==> src/rtl/mem_port_arbiter.sv <==
// Shares one memory port between the fetch, load and store requesters of a multicycle cpu.
// Define ARB_ROUND_ROBIN_EN for rotating priority; otherwise priority is fixed at st > ld > if.
module mem_port_arbiter #(
    parameter int W        = 32,
    parameter int MAX_WAIT = 15
) (
    input  logic         clk,
    input  logic         rst,
    input  logic         if_req,
    input  logic [W-1:0] if_addr,
    output logic         if_ack,
    output logic [W-1:0] if_rdata,
    input  logic         ld_req,
    input  logic [W-1:0] ld_addr,
    output logic         ld_ack,
    output logic [W-1:0] ld_rdata,
    input  logic         st_req,
    input  logic [W-1:0] st_addr,
    input  logic [W-1:0] st_data,
    output logic         st_ack,
    output logic         m_req,
    output logic         m_we,
    output logic [W-1:0] m_addr,
    output logic [W-1:0] m_wdata,
    input  logic         m_ready,
    input  logic [W-1:0] m_rdata,
    output logic [1:0]   grant,
    output logic         busy,
    output logic         timeout_err
);

    typedef enum logic [1:0] {
        S_IDLE = 2'b00,
        S_BUSY = 2'b01,
        S_DONE = 2'b10
    } state_t;

    localparam logic [1:0] G_NONE = 2'b00;
    localparam logic [1:0] G_IF   = 2'b01;
    localparam logic [1:0] G_LD   = 2'b10;
    localparam logic [1:0] G_ST   = 2'b11;

    // The abort fires on the edge that would take the counter to MAX_WAIT.
    localparam logic [7:0] WAIT_LAST = 8'(MAX_WAIT - 1);

    state_t         state_q;
    logic [7:0]     cnt_q;
    logic [7:0]     cnt_d;
    logic           timeout_s;
    logic [1:0]     win_s;
    logic [2:0]     req_s;

    logic           if_ack_q;
    logic           ld_ack_q;
    logic           st_ack_q;
    logic [W-1:0]   if_rdata_q;
    logic [W-1:0]   ld_rdata_q;
    logic           m_req_q;
    logic           m_we_q;
    logic [W-1:0]   m_addr_q;
    logic [W-1:0]   m_wdata_q;
    logic [1:0]     grant_q;
    logic           busy_q;
    logic           timeout_err_q;

    assign req_s = {st_req, ld_req, if_req};

`ifdef ARB_ROUND_ROBIN_EN
    logic [1:0] ptr_q;
    logic [1:0] c0_s;
    logic [1:0] c1_s;
    logic [1:0] c2_s;

    function automatic logic [1:0] rr_next(input logic [1:0] g);
        logic [1:0] n;
        case (g)
            G_IF:    n = G_LD;
            G_LD:    n = G_ST;
            G_ST:    n = G_IF;
            default: n = G_IF;
        endcase
        return n;
    endfunction

    function automatic logic req_of(input logic [1:0] g, input logic [2:0] r);
        logic v;
        case (g)
            G_IF:    v = r[0];
            G_LD:    v = r[1];
            G_ST:    v = r[2];
            default: v = 1'b0;
        endcase
        return v;
    endfunction

    // Rotating search starting just after the last granted requester.
    always_comb begin
        c0_s  = rr_next(ptr_q);
        c1_s  = rr_next(c0_s);
        c2_s  = rr_next(c1_s);
        win_s = G_NONE;
        if (req_of(c0_s, req_s)) begin
            win_s = c0_s;
        end else if (req_of(c1_s, req_s)) begin
            win_s = c1_s;
        end else if (req_of(c2_s, req_s)) begin
            win_s = c2_s;
        end else begin
            win_s = G_NONE;
        end
    end
`else
    // Fixed priority: store first, then load, then fetch.
    always_comb begin
        win_s = G_NONE;
        if (req_s[2]) begin
            win_s = G_ST;
        end else if (req_s[1]) begin
            win_s = G_LD;
        end else if (req_s[0]) begin
            win_s = G_IF;
        end else begin
            win_s = G_NONE;
        end
    end
`endif

    // Watchdog: next count value and abort detection while a transaction waits.
    always_comb begin
        cnt_d     = cnt_q + 8'd1;
        timeout_s = 1'b0;
        if (state_q == S_BUSY) begin
            timeout_s = (cnt_q == WAIT_LAST);
        end else begin
            timeout_s = 1'b0;
        end
    end

    // Transaction sequencer; every output comes straight from a register here.
    always_ff @(posedge clk or negedge rst) begin
        if (!rst) begin
            state_q       <= S_IDLE;
            cnt_q         <= 8'd0;
            if_ack_q      <= 1'b0;
            ld_ack_q      <= 1'b0;
            st_ack_q      <= 1'b0;
            if_rdata_q    <= {W{1'b0}};
            ld_rdata_q    <= {W{1'b0}};
            m_req_q       <= 1'b0;
            m_we_q        <= 1'b0;
            m_addr_q      <= {W{1'b0}};
            m_wdata_q     <= {W{1'b0}};
            grant_q       <= G_NONE;
            busy_q        <= 1'b0;
            timeout_err_q <= 1'b0;
`ifdef ARB_ROUND_ROBIN_EN
            ptr_q         <= G_IF;
`endif
        end else begin
            if_ack_q <= 1'b0;
            ld_ack_q <= 1'b0;
            st_ack_q <= 1'b0;
            case (state_q)
                S_IDLE: begin
                    if (win_s != G_NONE) begin
                        state_q   <= S_BUSY;
                        cnt_q     <= 8'd0;
                        m_req_q   <= 1'b1;
                        busy_q    <= 1'b1;
                        grant_q   <= win_s;
                        m_we_q    <= (win_s == G_ST);
                        m_wdata_q <= (win_s == G_ST) ? st_data : {W{1'b0}};
`ifdef ARB_ROUND_ROBIN_EN
                        ptr_q     <= win_s;
`endif
                        case (win_s)
                            G_IF:    m_addr_q <= if_addr;
                            G_LD:    m_addr_q <= ld_addr;
                            G_ST:    m_addr_q <= st_addr;
                            default: m_addr_q <= m_addr_q;
                        endcase
                    end else begin
                        state_q <= S_IDLE;
                    end
                end
                S_BUSY: begin
                    if (m_ready || timeout_s) begin
                        state_q   <= S_DONE;
                        cnt_q     <= 8'd0;
                        m_req_q   <= 1'b0;
                        m_we_q    <= 1'b0;
                        m_wdata_q <= {W{1'b0}};
                        grant_q   <= G_NONE;
                        busy_q    <= 1'b0;
                        // A late m_ready on the abort edge still counts as success.
                        if (!m_ready) begin
                            timeout_err_q <= 1'b1;
                        end else begin
                            timeout_err_q <= timeout_err_q;
                        end
                        case (grant_q)
                            G_IF: begin
                                if_ack_q   <= 1'b1;
                                if_rdata_q <= m_ready ? m_rdata : {W{1'b0}};
                            end
                            G_LD: begin
                                ld_ack_q   <= 1'b1;
                                ld_rdata_q <= m_ready ? m_rdata : {W{1'b0}};
                            end
                            G_ST: begin
                                st_ack_q <= 1'b1;
                            end
                            default: begin
                                st_ack_q <= 1'b0;
                            end
                        endcase
                    end else begin
                        cnt_q <= cnt_d;
                    end
                end
                S_DONE: begin
                    state_q <= S_IDLE;
                end
                default: begin
                    state_q <= S_IDLE;
                end
            endcase
        end
    end

    assign if_ack      = if_ack_q;
    assign ld_ack      = ld_ack_q;
    assign st_ack      = st_ack_q;
    assign if_rdata    = if_rdata_q;
    assign ld_rdata    = ld_rdata_q;
    assign m_req       = m_req_q;
    assign m_we        = m_we_q;
    assign m_addr      = m_addr_q;
    assign m_wdata     = m_wdata_q;
    assign grant       = grant_q;
    assign busy        = busy_q;
    assign timeout_err = timeout_err_q;

endmodule

==> config.mk <==
export PLATFORM = sky130hd
export DESIGN_NAME = mem_port_arbiter
export DESIGN_NICKNAME = d
export VERILOG_FILES = /design/src/rtl/mem_port_arbiter.sv
export SDC_FILE = /design/constraint.sdc
export NUM_CORES = 1
export LEC_CHECK = 0
export ABC_AREA = 1
export ABC_CLOCK_PERIOD_IN_PS = 2100
export CORE_MARGIN = 4
export CORE_UTILIZATION = 45
export DETAILED_ROUTE_END_ITERATION = 16
export DONT_BUFFER_PORTS = 1
export SLEW_MARGIN = 0
export SYNTH_ARGS = -nofsm -noshare
export SYNTH_HDL_FRONTEND = slang
export SYNTH_SLANG_ARGS = --single-unit
==> constraint.sdc <==
create_clock -name clk -period 2.1 [get_ports clk]
set_input_delay 0.105 -clock clk [delete_from_list [all_inputs] [get_ports clk]]
set_output_delay 0.105 -clock clk [all_outputs]
set_load 0.03 [all_outputs]
**Word level (Yosys, flattened, before mapping)**

Index checks and enable logic that the tools add are counted.

- Bits in latches: 0
- Register bits: 146
- Memories kept: 0
- Logic and storage cells: 69
- Memory bits (writable): 0
- ROM bits: 0

- Shifts and indexed selects: 0
- Muxes and demuxes: 33
- Reductions and logical operators: 11
- Add/subtract/negate cells: 1
- Magnitude comparators: 0
- Equal/unequal tests: 10
- Bitwise gates (word level): 1
- Div/mod/pow operators: 0
- Multipliers: 0

Operators by type and width:

| operator | count |
|---|---|
| 32-bit two-way mux | 4 |
| 32-bit case mux with 3 select lines | 1 |
| 32-bit case mux with 2 select lines | 1 |
| 8-bit two-way mux | 2 |
| 8-bit case mux with 2 select lines | 1 |
| 1-bit two-way mux | 15 |
| 3-bit AND reduction | 5 |
| 2-bit two-way mux | 5 |
| 8-bit by 1-bit adder with 8-bit output, second input constant | 1 |
| 2-bit equality test, second input constant | 4 |
| 8-bit by 4-bit equality test with 1-bit output, second input constant | 1 |
| 2-bit case mux with 2 select lines | 2 |
| 2-bit by 1-bit equality test with 1-bit output, second input constant | 3 |
| 1-bit case mux with 2 select lines | 2 |
| 2-bit nonzero test | 2 |
| 3-bit nonzero test | 1 |
| 2-bit zero test | 1 |
| 2-bit by 1-bit inequality test with 1-bit output, second input constant | 1 |
| 2-bit inequality test, second input constant | 1 |
| 2-bit AND reduction | 1 |
| 1-bit logical OR | 1 |
| 1-bit inverter | 1 |

**Logic depth before layout (Yosys ltp)**

Gate-level depths: netlist of the first run.

- Word-level depth: 7
- Gate-level depth with buffers: 11

**Worst setup path before layout of the first run**

No wires, ideal clock.

- Path kind: flip-flop to flip-flop
- Start: reg cnt_q[0]
- End: reg ld_rdata_q[0], in the netlist ld_rdata[0]
- Library setup time: 118 ps
- Stages on the path, launching flop included: 12
- Setup slack: 526 ps
- Path buffers: 2
- Arrival time: 1457 ps
- Cell sequence: dfrtp_1 > inv_1 > ha_1 > inv_1 > nor2_1 > nand3_1 > nand3_1 > buf_4 > nand3_2 > buf_2 > nand2_1 > nand2_1

- Longest elaborated chain between the ends: 4

RTL lines:

| what | line | RTL |
|---|---|---|
| start: declaration | 47 | `logic [7:0] cnt_q;` |
| start signal: assignment | 218 | `cnt_q <= cnt_d;` |
| 8-bit by 4-bit equality test with 1-bit output | 133 | `timeout_s = (cnt_q == WAIT_LAST);` |
| 1-bit two-way mux | 132 | `if (state_q == S_BUSY) begin` |
| 1-bit logical OR | 187 | `if (m_ready \|\| timeout_s) begin` |
| 3-bit AND reduction (no source line) | - |  |
| end signal: assignment | 148 | `ld_rdata_q <= {W{1'b0}};` |
| end signal: assignment | 208 | `ld_rdata_q <= m_ready ? m_rdata : {W{1'b0}};` |
| end: declaration | 57 | `logic [W-1:0] ld_rdata_q;` |

Every way passes these cells.
A chain may end at the register's enable or synchronous reset.

**Final worst setup path of the first run**

- Start: reg state_q[1]
- End: reg m_addr_q[18], in the netlist m_addr[18]

- Longest elaborated chain between the ends: 2

RTL lines:

| what | line | RTL |
|---|---|---|
| start: declaration | 46 | `state_t state_q;` |
| start signal: assignment | 142 | `state_q <= S_IDLE;` |
| start signal: assignment | 166 | `state_q <= S_BUSY;` |
| start signal: assignment | 183 | `state_q <= S_IDLE;` |
| 2-bit zero test | 163 | `case (state_q)` |
| 3-bit AND reduction (no source line) | - |  |
| end signal: assignment | 177 | `G_IF: m_addr_q <= if_addr;` |
| end signal: assignment | 178 | `G_LD: m_addr_q <= ld_addr;` |
| end signal: assignment | 179 | `G_ST: m_addr_q <= st_addr;` |
| end: declaration | 60 | `logic [W-1:0] m_addr_q;` |

Every way passes these cells.

==> impl_metrics.py, run 1 <==
metrics = {
    "routing": {
        "route.detailed.drc": 0,
        "drtIter0Drc": 405,
        "drtAntennaViolNets": 0,
        "avgViaCountPerCell": 5.395,
        "drt_wl_total_um": 19770,
        "first_pass_iters": 6,
        "avgRoutedWirePerCell_um": 17.92,
        "num_vias": 5951,
    },
    "power_and_ir_drop": {
        "powerDensity_nw_per_um2": 1493,
        "power.leakage_nw": 4.377,
        "peakVddDrop_mv": 0.7276,
    },
    "timing": {
        "maxSlewViolCount": 0,
        "fin_crit_ns": 1.913,
        "worst_slew_pin_slew_ns": 0.8893,
        "hold_viol": 146,
        "hold_ws_ns": -0.6113,
        "fin_crit_sh_pct": 91.12,
        "setup_tns_ns": 0,
        "rsz0062_at_grt": "no",
        "report.final.setup_viol": 0,
        "slew-limit-headroom_pct": 40.52,
        "max_freq_ghz": 0.5226,
        "skew_ns": 0.01059,
    },
    "grt": {
        "grt_overflow": 0,
        "grt_pass1_wl_um": 31930,
        "grt_pass1_vias": 6078,
        "antenna_found_initial": 0,
        "grt_max_degree": 147,
        "track_usage_pct": 24.38,
    },
    "layout": {
        "antenna_cells": 0,
        "num-fill-cells": 1121,
        "syn2layout_area_growth_pct": 35.26,
        "nets": 1078,
        "layout_commonest_cell": "nand2_1",
        "drive_above_1_share_pct": 6.501,
        "final_area_um2": 8788,
        "final_cell_mix": "nand2_1 (285), dlygate4sd3_1 (151), dfrtp_1 (146)",
        "layout.cells.non_filler": 1103,
    },
    "cts": {
        "cts_setup_buffers": 0,
        "cts_buffers": 17,
        "clk_pin_slew_worst_paths_ns": 0.06,
        "cts.hold.buffers_added": 152,
        "htreeDepth": 4,
        "clockBufferDepth": 2,
        "cts_tree": "built",
        "cts.sinks": 146,
        "cts-root-buf": "clkbuf_16",
        "clock_latency_ns": 0.42,
    },
    "floorplan": {
        "dieHeight_um": 128.2,
        "core_um2": 13990,
        "fp.dieArea_um2": 16430,
        "start_util_pct": 46.45,
        "row_count": 43,
        "die_x_um": 128.2,
        "ioPinCount": 303,
    },
    "yosys": {
        "syn_area_um2": 6497,
        "synth_compound_area_share_pct": 10.46,
        "synth_edf_count": 0,
        "synth_top_family_by_area": "simple AND/OR/NAND/NOR gates",
        "synthFlopType": "dfrtp_1",
        "yosysWarnings": 0,
        "synthAdderAreaFrac_pct": 0.3851,
        "synth_mux_area_share_pct": 0,
        "syn_nets": 944,
        "synth_xor_area_share_pct": 0.4044,
        "synth_area_per_cell_um2": 8.373,
        "seq_area_frac_synth_pct": 56.23,
        "synthDistinctLibCells": 28,
        "syn_inst": 776,
        "synth-simple-area-share_pct": 25.48,
        "synthArstFlopShare_pct": 100.0,
        "synth_seq_cells": 146,
    },
    "status": {
        "violations": "negative hold slack",
        "status": "finished, violations left",
    },
    "place": {
        "hpwl_um": 12690,
        "numPortBuffers": 0,
        "numPlacedInstances": 919,
        "postPlaceCellArea_um2": 6636,
        "gp_congestion": 0.8820,
    },
    "worst_setup_path": {
        "cp.arrival_ns": 2.26,
        "critPathLaunchType": "flop",
        "critPathKind": "flop to flop",
        "cp_max_fo": 27,
        "required_ns": 2.44,
        "cp-end-kind": "flop",
    },
    "worst_hold_path": {
        "hp-class": "input port to async pin",
    },
    "flow_run": {
        "cap_violations": 0,
    },
}
-- Yosys cell counts, types with 11 or more instances --
library cell  number  area (µm²)
a22oi_1           21       157.7
a31oi_1           21       131.4
buf_2             12       60.06
clkbuf_1          31       116.4
dfrtp_1          146        3654
inv_1             54       202.7
nand2_1          285        1070
nand3_1           72       360.4
nor2_1            43       161.4
o21ai_1           26       130.1
o22ai_1           15       93.84
o31ai_1           11       82.58
-- where the power goes --
part / internal, W / switching, W / leakage, nW
combinational: 0.00123 / 0.00191 / 2.19
clock: 0.00198 / 0.00118 / 0.299
sequential: 0.00386 / 0.00297 / 1.89
total: 0.00706 / 0.00606 / 4.38
-- final cells by class --
type	instances	area, µm²	share of cell area [%]
inverters	56	210.2	2.392
well taps	180	225.2	2.563
flip-flops and latches	146	3654	41.57
clock inverters	15	190.2	2.164
multi-input cells	523	2410	27.42
repair buffers	166	1674	19.05
clock buffers	17	425.4	4.841
-- what timing repair did --
item / in CTS / in global routing
resized for setup: 0 / 1
hold endpoints to repair: 277 / 146
endpoints found under the setup margin: 0 / 7
-- critical path, cell delays in order, from the launching register on --
cell	delay, ns
dfrtp_1	0.40
nor2_1	0.25
o21ai_4	0.26
o31ai_1	0.34
dlygate4sd3_1	0.60
-- path summary, 6_finish.rpt --
path,startpoint,to,slack (ns),cells past startpoint
setup reg to reg,state_q[1],m_addr[18],0.19,4
min in group clk,if_req,busy,0.02,2
hold reg to reg,cnt_q[0],cnt_q[0],0.56,1
setup / recovery,state_q[1],m_addr[18],0.19,4
hold / removal,rst,m_wdata[21],-0.61,0
max in group asynchronous,rst,ld_rdata[8],2.54,0
-- sequential cells by signal (all words and copies together), names as in the netlist --
name / cells
cnt_q: 8
if_ack: 1
ld_ack: 1
ld_rdata: 32
m_addr: 32
st_ack: 1
grant: 2
busy: 1
timeout_err: 1
m_wdata: 32
state_q: 2
if_rdata: 32
m_we: 1
-- stage by stage --
stage	setup slack (ns)	utilization (%)	power (W)	hold slack [ns]
after floorplan	0.5256	-	0.008712	-0.1906
after global placement	0.2744	47.44	0.009415	-0.1866
after detailed placement	0.1777	47.44	0.009561	-0.1870
after CTS	0.1695	62.79	0.01318	-0.6362
after global routing	0.08616	62.83	0.01384	-0.6455
final	0.1865	62.83	0.01312	-0.6113
-- cell families after synthesis --
family | after synthesis
flops | 146
fa+ha+maj | 2
simple gates | 410
buf+inv | 107
compound gates | 108
xor+xnor | 3
-- layer usage --
metal	global-route usage [%]	share of wire (%)	up-vias	wire (µm)
met5	0	0	-	0
li1	-	-	2777	-
met4	8.614	2.5	0	488
met3	8.792	9.2	35	1822
met1	27.93	37	2871	7334
met2	42.08	51	268	10120
(Power assumes the default switching activity.)
==> run 2: changes to the inputs <==
--- a/config.mk
+++ b/config.mk
@@ -8,8 +8,10 @@
 export ABC_AREA = 1
 export ABC_CLOCK_PERIOD_IN_PS = 2100
-export CORE_MARGIN = 4
-export CORE_UTILIZATION = 45
+export CAP_MARGIN = 10
+export CORE_AREA = 4 4 116 118
 export DETAILED_ROUTE_END_ITERATION = 16
+export DIE_AREA = 0 0 120 122
 export DONT_BUFFER_PORTS = 1
+export PLACE_DENSITY = 0.67
 export SLEW_MARGIN = 0
 export SYNTH_ARGS = -nofsm -noshare
==> constraint.sdc (replaced) <==
create_clock -name clk -period 2.1 [get_ports clk]
set_input_delay 0.105 -clock clk [delete_from_list [all_inputs] [get_ports clk]]
set_output_delay 0.105 -clock clk [all_outputs]
set_load 0.1 [all_outputs]
==> run 2 against run 1 <==
The run still ends with negative hold slack left. Final cell count up 11%. Die area down 11%. Fmax down 3.9%. Via count up 13%. Core utilization up 16 points. Sequential cell count unchanged. Clock-buffer cell count up 2. Clock skew down 0.0036 ns. Wire length up 17%. Register-to-register slack worse by 0.08 ns. Hold slack worse by 0.0065 ns. Largest cell class unchanged. Highest routed layer unchanged.
==> impl_metrics.py, run 2 (synthesis results as in run 1) <==
metrics = {
    "routing": {
        "drtAntennaViolNets": 0,
        "first_pass_iters": 7,
        "drtIter0Drc": 628,
        "drt_wl_total_um": 23100,
        "avgRoutedWirePerCell_um": 18.81,
        "avgViaCountPerCell": 5.484,
        "route.detailed.drc": 0,
        "num_vias": 6734,
    },
    "layout": {
        "final_util_pct": 78.83,
        "syn2layout_area_growth_pct": 51.24,
        "nets": 1209,
        "drive_above_1_share_pct": 17.93,
        "layout_commonest_cell": "nand2_1",
        "final_area_um2": 9827,
        "num-fill-cells": 774,
        "final_cell_mix": "nand2_1 (285), dlygate4sd3_1 (152), dfrtp_1 (145)",
    },
    "place": {
        "numPortBuffers": 0,
        "postPlaceCellArea_um2": 7629,
        "gp_congestion": 0.9156,
        "hpwl_um": 13140,
    },
    "worst_setup_path": {
        "cp.arrival_ns": 2.34,
        "critPathKind": "flop to flop",
        "cp_max_fo": 27,
        "reg2regPathDepth": 4,
        "cp-end-kind": "flop",
        "critPathLaunchType": "flop",
        "required_ns": 2.45,
    },
    "floorplan": {
        "fp.dieArea_um2": 14640,
        "ioPinCount": 303,
        "dieHeight_um": 122,
        "die_x_um": 120,
        "start_util_pct": 52.12,
        "core_um2": 12470,
        "row_count": 41,
    },
    "flow_run": {
        "cap_violations": 0,
    },
    "timing": {
        "hold_ws_ns": -0.6178,
        "max_freq_ghz": 0.5024,
        "report.final.setup_viol": 0,
        "slew-limit-headroom_pct": 36.68,
        "hold_viol": 146,
        "fin_crit_sh_pct": 94.78,
        "setup_tns_ns": 0,
        "rsz0062_at_grt": "no",
        "worst_slew_pin_slew_ns": 0.9498,
        "fin_crit_ns": 1.990,
        "skew_ns": 0.007020,
        "maxSlewViolCount": 0,
    },
    "status": {
        "violations": "negative hold slack",
        "status": "finished, violations left",
    },
    "grt": {
        "grt_overflow": 0,
        "grt_pass1_wl_um": 35870,
        "track_usage_pct": 31.55,
        "antenna_found_initial": 2,
        "grt_pass1_vias": 6805,
        "grt_max_degree": 147,
    },
    "cts": {
        "clk_pin_slew_worst_paths_ns": 0.06,
        "clock_latency_ns": 0.42,
        "cts_tree": "built",
        "cts-root-buf": "clkbuf_16",
        "cts_resized": 0,
        "cts.sinks": 146,
        "cts.hold.buffers_added": 153,
        "cts_setup_buffers": 0,
        "htreeDepth": 4,
        "cts_buffers": 17,
        "clockBufferDepth": 2,
    },
    "worst_hold_path": {
        "hp-class": "input port to async pin",
    },
}
run 2: changes by cell type in the layout (fill, tap and decap cells not counted), sizes merged:
| cell | before | now |
|---|---|---|
| buf | 15 | 145 |
| clkbuf | 17 | 19 |
| clkinv | 7 | 5 |
| diode | 0 | 2 |
| bufinv | 4 | 5 |
| dlygate4sd3 | 151 | 152 |
| inv | 57 | 56 |
run 2: critical path, stage by stage (launching register included):
cell and delay, ns:
dfrtp_1 0.40, nor2_1 0.26, o21ai_4 0.27, o31ai_1 0.38, dlygate4sd3_1 0.61
run 2: area by class of cell:
type | instances | area (µm²) | area share (%)
flip-flops and latches | 146 | 3655 | 37.19
repair buffers | 297 | 2685 | 27.32
multi-input cells | 523 | 2405 | 24.47
clock buffers | 19 | 442.9 | 4.507
well taps | 172 | 215.2 | 2.190
inverters | 56 | 210.2 | 2.139
clock inverters | 13 | 209.0 | 2.126
diodes | 2 | 5.005 | 0.05093
run 2: through the flow:
step / std cells / setup slack, ns / hold slack, ns
CTS: 1226 / 0.2128 / -0.6329
detailed placement: 1041 / 0.2272 / -0.1866
global route: 1228 / 0.01345 / -0.6389
finish: 1228 / 0.1097 / -0.6178
floorplan: 776 / 0.1136 / -0.1906
global placement: 1041 / 0.3156 / -0.1868
run 2: worst paths after layout:
kind                               from      endpoint  slack, ns
setup / recovery             state_q[1]    m_addr[16]       0.11
hold / removal                      rst   m_wdata[20]      -0.62
setup reg to reg             state_q[1]    m_addr[16]       0.11
hold reg to reg            ld_rdata[20]  ld_rdata[20]       0.47
max in group asynchronous           rst     m_addr[2]       2.52
min in group clk                m_ready      cnt_q[7]       0.09
run 2: layer usage:
metal	track usage [%]	vias up	wire length (µm)
li1	-	3052	-
met1	34.41	3179	7880
met2	55.39	415	11770
met3	8.589	88	2121
met4	18.18	0	1328
met5	0	-	0
Power of run 2 is not shown: default switching activity piles up to over one toggle a cycle in this logic, so the estimate is an artifact.
==> run 3: changes to the inputs <==
- RECOVER_POWER: not set -> 100
==> run 3 against run 2 <==
The flow still finishes with violations (negative hold slack). Wire length is 0.15% lower. Sequential cell count unchanged. Worst setup slack improved by 0.0068 ns. Via count fell by 0.62%. Clock skew down 0.0011 ns. Non-clock buffer count is the same. Sequential share of layout area increased by 1.7 points. Critical path depth unchanged. Die area unchanged. Register-to-register slack better by 0.02 ns.
==> impl_metrics.py, run 3 (synthesis results as in run 1) <==
metrics = {
    "status": {
        "status": "finished, violations left",
        "violations": "negative hold slack",
    },
    "floorplan": {
        "start_util_pct": 52.12,
        "die_x_um": 120,
        "ioPinCount": 303,
        "row_count": 41,
        "core_um2": 12470,
        "fp.dieArea_um2": 14640,
        "dieHeight_um": 122,
    },
    "cts": {
        "cts_tree": "built",
        "cts_resized": 0,
        "clock_latency_ns": 0.42,
        "cts-root-buf": "clkbuf_16",
        "clk_pin_slew_worst_paths_ns": 0.06,
        "clockBufferDepth": 2,
        "cts.sinks": 146,
        "cts.hold.buffers_added": 153,
        "cts_buffers": 17,
        "htreeDepth": 4,
        "cts_setup_buffers": 0,
    },
    "layout": {
        "num-fill-cells": 909,
        "drive_above_1_share_pct": 9.962,
        "syn2layout_area_growth_pct": 44.46,
        "nets": 1209,
        "layout_commonest_cell": "nand2_1",
        "final_cell_mix": "nand2_1 (285), dlygate4sd3_1 (152), dfrtp_1 (145)",
        "layout.cells.non_filler": 1228,
    },
    "routing": {
        "drtIter0Drc": 622,
        "num_vias": 6692,
        "drtAntennaViolNets": 0,
        "drt_wl_total_um": 23060,
        "avgViaCountPerCell": 5.450,
        "first_pass_iters": 5,
        "avgRoutedWirePerCell_um": 18.78,
        "route.detailed.drc": 0,
    },
    "flow_run": {
        "cap_violations": 0,
    },
    "grt": {
        "antenna_found_initial": 2,
        "grt_pass1_vias": 6805,
        "grt_overflow": 0,
        "track_usage_pct": 31.55,
        "grt_pass1_wl_um": 35870,
        "grt_max_degree": 147,
    },
    "timing": {
        "skew_ns": 0.005933,
        "max_freq_ghz": 0.5042,
        "report.final.setup_viol": 0,
        "fin_crit_ns": 1.984,
        "worst_slew_pin_slew_ns": 1.266,
        "maxSlewViolCount": 0,
        "hold_viol": 146,
        "setup_tns_ns": 0,
        "slew-limit-headroom_pct": 15.58,
        "fin_crit_sh_pct": 94.45,
        "rsz0062_at_grt": "no",
        "hold_ws_ns": -0.6185,
    },
    "worst_setup_path": {
        "cp.arrival_ns": 2.31,
        "critPathKind": "input port to flop",
        "cp_max_fo": 22,
        "required_ns": 2.43,
        "cp-end-kind": "flop",
        "critPathLaunchType": "input port",
    },
    "place": {
        "numPortBuffers": 0,
        "numPlacedInstances": 1041,
        "gp_congestion": 0.9156,
        "hpwl_um": 13140,
    },
    "worst_hold_path": {
        "hp-class": "input port to async pin",
    },
}
-- run 3: final cells by class --
class | instances | area [µm²] | share of cell area [%]
Clock inverter | 13 | 209.0 | 2.226
Antenna cell | 2 | 5.005 | 0.05332
Timing Repair Buffer | 297 | 2250 | 23.97
Sequential cell | 146 | 3655 | 38.94
Inverter | 56 | 210.2 | 2.239
Tap cell | 172 | 215.2 | 2.293
Clock buffer | 19 | 442.9 | 4.719
Multi-Input combinational cell | 523 | 2400 | 25.57
-- run 3: per-stage QoR --
stage                     util (%)  worst slack, ns  area [µm²]
after floorplan                  -           0.1136        6497
after global placement       61.20           0.3156        7629
after detailed placement     61.20           0.2272        7629
after CTS                    78.79           0.2128        9822
after global routing         75.30          0.01651        9387
final                        75.30           0.1165        9387
-- run 3: final timing paths --
path / to / slack [ns] / cells after the start / startpoint
worst max-delay path: m_addr[24] / 0.12 / 4 / st_req
worst min-delay path: m_wdata[20] / -0.62 / 0 / rst
worst max register to register: m_addr[16] / 0.13 / 4 / state_q[1]
worst min register to register: ld_rdata[20] / 0.47 / 2 / ld_rdata[20]
max in group asynchronous: ld_rdata[21] / 2.51 / 0 / rst
min in group clk: cnt_q[7] / 0.09 / 4 / m_ready
-- run 3: metal layers --
metal / GRT usage [%] / routed length, µm / vias up / part of all wire (%)
met4: 18.18 / 1344 / 0 / 5.8
met1: 34.41 / 7913 / 3149 / 34
met3: 8.589 / 2082 / 91 / 9.0
met2: 55.39 / 11720 / 402 / 51
li1: - / - / 3050 / -
met5: 0 / 0 / - / 0
-- run 3: worst max-delay path, cell delays in order --
cell	delay [ns]
dlygate4sd3_1	1.14
a22oi_1	0.24
dlygate4sd3_1	0.64
a31oi_1	0.18
Power of run 3 is left out for the same reason.
